===== src/rtl/uart_tx.sv =====
// uart_tx: serial UART transmitter. It sends a start bit, 5-8 data bits LSB
// first, an optional parity bit and 1 or 2 stop bits. Bit timing comes from an
// OVERSAMPLE-times-baud tick enable, so each bit lasts OVERSAMPLE ticks.
module uart_tx #(
  parameter int OVERSAMPLE = 16
) (
  input  logic       clk,
  input  logic       rst_n,
  input  logic       tx_tick,
  input  logic       i_tx_start,
  input  logic [7:0] i_data,
  input  logic [1:0] i_num_bit_data,
  input  logic       i_stop_bit,
  input  logic       i_parity_en,
  input  logic       i_parity_type,
  output logic       o_tx_serial,
  output logic       o_tx_busy,
  output logic       o_tx_done
);

  localparam int TW = (OVERSAMPLE > 1) ? $clog2(OVERSAMPLE) : 1;
  localparam logic [TW-1:0] TICK_LAST = TW'(OVERSAMPLE - 1);

  typedef enum logic [2:0] {
    IDLE,
    START,
    DATA,
    PARITY,
    STOP
  } state_t;

  state_t          state;
  logic [TW-1:0]   tick_cnt;
  logic [2:0]      bit_cnt;
  logic [7:0]      shift;
  logic [2:0]      last_idx;
  logic            two_stop;
  logic            parity_en;
  logic            parity_bit;

  logic            bit_end;
  logic [7:0]      width_mask;
  logic            parity_next;

  // A bit period ends on the tick that wraps the tick counter.
  assign bit_end = tx_tick && (tick_cnt == TICK_LAST);

  // Parity of only the bits that will actually be sent, computed at acceptance.
  always_comb begin
    width_mask  = 8'hFF >> (2'd3 - i_num_bit_data);
    parity_next = (^(i_data & width_mask)) ^ i_parity_type;
  end

  // Frame sequencer: latches the request, walks the frame bit by bit, drives registered outputs.
  always_ff @(posedge clk or negedge rst_n) begin
    if (!rst_n) begin
      state       <= IDLE;
      tick_cnt    <= '0;
      bit_cnt     <= '0;
      shift       <= '0;
      last_idx    <= '0;
      two_stop    <= 1'b0;
      parity_en   <= 1'b0;
      parity_bit  <= 1'b0;
      o_tx_serial <= 1'b1;
      o_tx_busy   <= 1'b0;
      o_tx_done   <= 1'b0;
    end else begin
      o_tx_done <= 1'b0;

      // Ticks only count while a frame is in flight; IDLE holds the counter at 0
      // so a tick coinciding with acceptance does not shorten the start bit further.
      if (tx_tick && (state != IDLE)) begin
        tick_cnt <= bit_end ? '0 : tick_cnt + TW'(1);
      end

      case (state)
        IDLE: begin
          o_tx_serial <= 1'b1;
          o_tx_busy   <= 1'b0;
          if (i_tx_start) begin
            shift       <= i_data;
            last_idx    <= 3'd4 + {1'b0, i_num_bit_data};
            two_stop    <= i_stop_bit;
            parity_en   <= i_parity_en;
            parity_bit  <= parity_next;
            tick_cnt    <= '0;
            bit_cnt     <= '0;
            o_tx_serial <= 1'b0;
            o_tx_busy   <= 1'b1;
            state       <= START;
          end
        end

        START: begin
          if (bit_end) begin
            o_tx_serial <= shift[0];
            state       <= DATA;
          end
        end

        DATA: begin
          if (bit_end) begin
            if (bit_cnt == last_idx) begin
              bit_cnt <= '0;
              if (parity_en) begin
                o_tx_serial <= parity_bit;
                state       <= PARITY;
              end else begin
                o_tx_serial <= 1'b1;
                state       <= STOP;
              end
            end else begin
              bit_cnt     <= bit_cnt + 3'd1;
              shift       <= {1'b0, shift[7:1]};
              o_tx_serial <= shift[1];
            end
          end
        end

        PARITY: begin
          if (bit_end) begin
            o_tx_serial <= 1'b1;
            bit_cnt     <= '0;
            state       <= STOP;
          end
        end

        STOP: begin
          if (bit_end) begin
            // bit_cnt marks that the first of two stop bits has been sent.
            if (two_stop && (bit_cnt == 3'd0)) begin
              bit_cnt <= 3'd1;
            end else begin
              bit_cnt     <= '0;
              o_tx_serial <= 1'b1;
              o_tx_busy   <= 1'b0;
              o_tx_done   <= 1'b1;
              state       <= IDLE;
            end
          end
        end

        default: begin
          o_tx_serial <= 1'b1;
          o_tx_busy   <= 1'b0;
          state       <= IDLE;
        end
      endcase
    end
  end

endmodule


===== config.mk =====
export PLATFORM = sky130hd
export DESIGN_NAME = uart_tx
export DESIGN_NICKNAME = d
export VERILOG_FILES = /design/src/rtl/uart_tx.sv
export SDC_FILE = /design/constraint.sdc
export NUM_CORES = 1
export LEC_CHECK = 0
export CAP_MARGIN = 5
export CELL_PAD_IN_SITES_DETAIL_PLACEMENT = 0
export CELL_PAD_IN_SITES_GLOBAL_PLACEMENT = 1
export CORE_ASPECT_RATIO = 1.5
export CORE_UTILIZATION = 47
export CTS_CLUSTER_DIAMETER = 30
export CTS_CLUSTER_SIZE = 40
export DETAILED_ROUTE_END_ITERATION = 8
export PLACE_DENSITY = 0.84
export SLEW_MARGIN = 0
export SYNTH_ARGS = -nofsm -noshare
export SYNTH_HDL_FRONTEND = slang
export SYNTH_SLANG_ARGS = --single-unit

===== constraint.sdc =====
create_clock -name clk -period 4.2 [get_ports clk]
set_input_delay 1.26 -clock clk [delete_from_list [all_inputs] [get_ports clk]]
set_output_delay 1.26 -clock clk [all_outputs]
set_load 0.02 [all_outputs]

; After elaboration in Yosys (flattened, before gate mapping)
; Cells that the tools add are included.
[word_totals]
reg_bits = 27
word_cells = 89
[classes]
add_sub_neg = 4
eq_ne = 14
shift = 1
mux = 40
bitwise_logic = 3
reduce_logical = 16
[op_table]
columns = op, n
row1 = 3-bit two-way mux, 13
row2 = 8-bit two-way mux, 3
row3 = 4-bit two-way mux, 4
row4 = 2-bit != test (second input constant), 8
row5 = 8-bit case mux with 2 select lines, 1
row6 = 1-bit two-way mux, 15
row7 = 3-bit case mux with 5 select lines, 1
row8 = 3-bit case mux with 4 select lines, 1
row9 = 5-bit AND reduction, 2
row10 = 8-bit AND, 1
row11 = 8-bit parity, 1
row12 = 8-bit by 2-bit right shift with 8-bit output (first input constant), 1
row13 = 7-bit AND reduction, 1
row14 = 3-bit by 2-bit equality test with 1-bit output (second input constant), 2
row15 = 3-bit zero test, 2
row16 = 1-bit case mux with 5 select lines, 1
row17 = 4-bit by 1-bit adder with 4-bit output (second input constant), 1
row18 = 4-bit equality test (second input constant), 1
row19 = 4-bit AND reduction, 1
row20 = 4-bit nonzero test, 1
row21 = 3-bit by 1-bit adder with 3-bit output (second input constant), 1
row22 = 3-bit by 2-bit adder with 3-bit output (first input constant), 1
row23 = 3-bit by 1-bit equality test with 1-bit output (second input constant), 1
row24 = 3-bit equality test, 1
row25 = other kinds (11), 13

; Depth between registers and ports, before layout
[logic_depth]
depth_word = 6
mapped_depth = 6
ltp_nobuf = 6

; Worst setup path before layout
; No wires, ideal clock.
[synth_timing]
path_kind = input to register
start = input tx_tick
end = register shift[0]
setup_ns = 0.125
arrival_time_ns = 2.173
t_required_ns = 4.075
slack_ns = 1.902
cell_stages = 5
n_path_buf = 1
cell_sequence = nand4_1 a311oi_1 o21a_1 buf_4 mux2_4
[synth_between]
elab_chain_cells = 3
[synth_rtl]
columns = item, line_no
row1 = start: declaration, 9  ; input logic tx_tick,
row2 = 1-bit logical AND, 46  ; assign bit_end = tx_tick && (tick_cnt == TICK_LAST);
row3 = 2-bit != test (no source line), n/a
row4 = 4-bit AND reduction (no source line), n/a
row5 = end signal: assignment, 82  ; shift <= i_data;
row6 = end signal: assignment, 115  ; shift <= {1'b0, shift[7:1]};
row7 = end: declaration, 35  ; logic [7:0] shift;
; Every way passes these cells.
; A chain may end at the register's enable or synchronous reset.

; Worst setup path after layout
[layout_timing]
start = input tx_tick
end = register shift[3]
; Same word-level chain as after synthesis.

==> flow_summary.toml <==
[floorplan]
design.portCount = 20
die_height_um = 73.4
die_area_um2 = 3640
die_w_um = 49.6
core_um2 = 3190
rows = 25
start_util_pct = 50.1

[power]
peakVddDrop_v = 0.000345
power_uw = 935
power.density_nw_per_um2 = 507
p_leak_nw = 0.750

[routing]
dr.pass1.iters = 4
vias_per_cell = 5.75
drt-wirelength-per-cell_um = 16.6
dr.first_iter.drc_count = 23
final_antenna_net_count = 0
drc = 0
vias = 1155
routed_wl_um = 3340

[yosys]
yosysSeqAreaShare_pct = 42.4
synth-edff-count = 0
synth_cells = 142
avgSynthCellArea_um2 = 11.3
synth_seq_cells = 27
synth_area_um2 = 1600
async_flop_share_pct = 100
synth.distinct_cells = 49
synth_flop_cell = "dfrtp_1"
syn_nets = 162
yosys_warnings = 0

[place]
dp_hpwl_um = 2650
routabilityCongestion = 0.805
dp_cells = 197
port_buffers = 19

[timing]
setup_viol = 0
finalCritPeriodShare_pct = 69.4
skew_ns = 0.00255
fmax_mhz = 343
hold_violations = 0
fin_crit_ns = 2.92
maxSlewHeadroom_pct = 67.4
maxSlewViolCount = 0
rsz0062_at_grt = "no"
tightestPinTransition_ns = 0.486
fin_tns_setup_ns = 0

[global_routing]
grt_antenna_before_repair = 0
grt_pass1_vias = 1234
grt_pass1_wl_um = 5800
grt_max_degree = 28
grt.overflow.total = 0
track_usage_pct = 21.2

[worst_setup_path]
endpoint_kind = "register"
cp_slowest_stage_delay_ns = 0.56
crit_path_start_kind = "primary input"
crit_path_max_fanout = 8
path_class = "primary input to register"
crit_family = "compound AO/OA/AOI/OAI gates"
critPathRequiredTime_ns = 4.37
cp_data_arrival_time_ns = 3.08
cp_num_buf_inv = 1
path_cells = "clkdlybuf4s50_1 -> nand4_1 -> a311oi_1 -> o21a_1 -> mux2_4"
worst_r2r_path_depth = 5
cp_slowest_cell = "clkdlybuf4s50_1"
worstSetupPathDepth = 5

[run_status]
status = "finished clean"

[worst_hold_path]
hp-class = "register to register"
hold_depth = 2

[final_layout]
syn_to_final_growth_pct = 15.4
n_antenna_cell = 0
drive_gt1_share_pct = 18.6
final_cell_count_no_fill = 201
nNetsFinal = 182
fill_cells = 300
final_cell_mix = "dfrtp_1, clkdlybuf4s50_1, nand2_1"
final_common_cell = "dfrtp_1"

[clock_tree]
htreeDepth = 1
cts_setup_buffers = 0
clkSlewWorstSetupHoldPaths_ns = 0.09
clock_latency_ns = 0.27
cts_tree = "done"
ctsRootBufferMaster = "clkbuf_8"
cts.sink_count = 27
cts_resized = 0
cts_buffer_depth = 2
hold_buffers = 0
cts_inserted_buffers = 3

[job]
drv_cap = 0
-- per-stage QoR --
stage	worst slack, ns	cell area (um^2)	hold slack [ns]	util, %
floorplan	1.90	1600	0.449	-
global placement	1.09	1800	0.468	56.4
detailed placement	1.00	1800	0.476	56.4
CTS	1.31	1840	0.496	57.8
global route	1.22	1840	0.515	57.8
finish	1.28	1840	0.494	57.8
-- Yosys cell counts, types with 2 or more instances --
cell type / instances / area [um^2]
a21oi_1: 2 / 10.0
a311oi_1: 2 / 17.5
a31oi_1: 3 / 18.8
a32o_1: 3 / 30.0
and3_1: 2 / 12.5
buf_6: 3 / 33.8
dfrtp_1: 26 / 651
ha_1: 3 / 37.5
inv_1: 7 / 26.3
mux2_2: 10 / 113
mux2_4: 7 / 105
mux2i_1: 2 / 20.0
nand2_1: 11 / 41.3
nor2_1: 7 / 26.3
nor3_1: 3 / 15.0
o21ai_0: 8 / 40.0
o22ai_1: 2 / 12.5
o31a_1: 2 / 17.5
o32a_1: 2 / 20.0
xnor2_1: 7 / 61.3
xor2_1: 2 / 17.5
-- kinds of logic (layout without fill, tap and decap cells) --
kind of cell / Yosys count / count (layout) / synth area share, %
fa+ha+maj: 3 / 3 / 2.35
buf+inv: 13 / 32 / 4.93
xor+xnor: 10 / 10 / 6.34
simple gates: 38 / 38 / 14.6
mux: 19 / 19 / 14.9
flops: 27 / 27 / 42.4
compound gates: 32 / 32 / 14.6
-- path summary, 6_finish.rpt --
check	from	end	slack [ns]
hold reg to reg	parity_bit	parity_bit	0.49
min in group asynchronous	rst_n	state[1]	1.36
setup reg to reg	tick_cnt[0]	shift[3]	2.24
hold / removal	parity_bit	parity_bit	0.49
setup / recovery	tx_tick	shift[3]	1.28
max in group asynchronous	rst_n	o_tx_serial	2.54
-- routing by layer --
layer / wire, um / GRT usage [%]
met3: 73 / 2.69
met5: 0 / 0
met2: 1940 / 41.7
met1: 1290 / 23.3
met4: 34 / 5.71
-- registers in the layout (all words and copies together) (netlist names) --
signal,cells
two_stop,1
state,3
o_tx_busy,1
shift,8
tick_cnt,4
o_tx_done,1
parity_en,1
o_tx_serial,1
parity_bit,1
last_idx,3
bit_cnt,3
-- final cells by class --
| class | instances | area (um^2) | share of cell area, % |
|---|---|---|---|
| Sequential cell | 27 | 677 | 36.7 |
| Multi-Input combinational cell | 102 | 842 | 45.7 |
| Tap cell | 40 | 50.0 | 2.71 |
| Clock buffer | 4 | 45.0 | 2.44 |
| Inverter | 8 | 32.5 | 1.76 |
| Timing Repair Buffer | 20 | 198 | 10.7 |
-- worst register-to-register path, stage by stage (launching register included) --
cell and delay [ns]:
dfrtp_1 0.40, ha_1 0.21, nand4_1 0.14, a311oi_1 0.29
o21a_1 0.46, mux2_4 0.35
-- power breakdown --
| group | leakage, nW | switching (mW) | internal [mW] | total (mW) |
|---|---|---|---|---|
| Sequential | 0.330 | 0.0922 | 0.363 | 0.455 |
| Combinational | 0.397 | 0.148 | 0.182 | 0.331 |
| Clock | 0.0228 | 0.0809 | 0.0681 | 0.149 |
| Total | 0.750 | 0.321 | 0.613 | 0.935 |
Power figures use the tool's default switching activity.
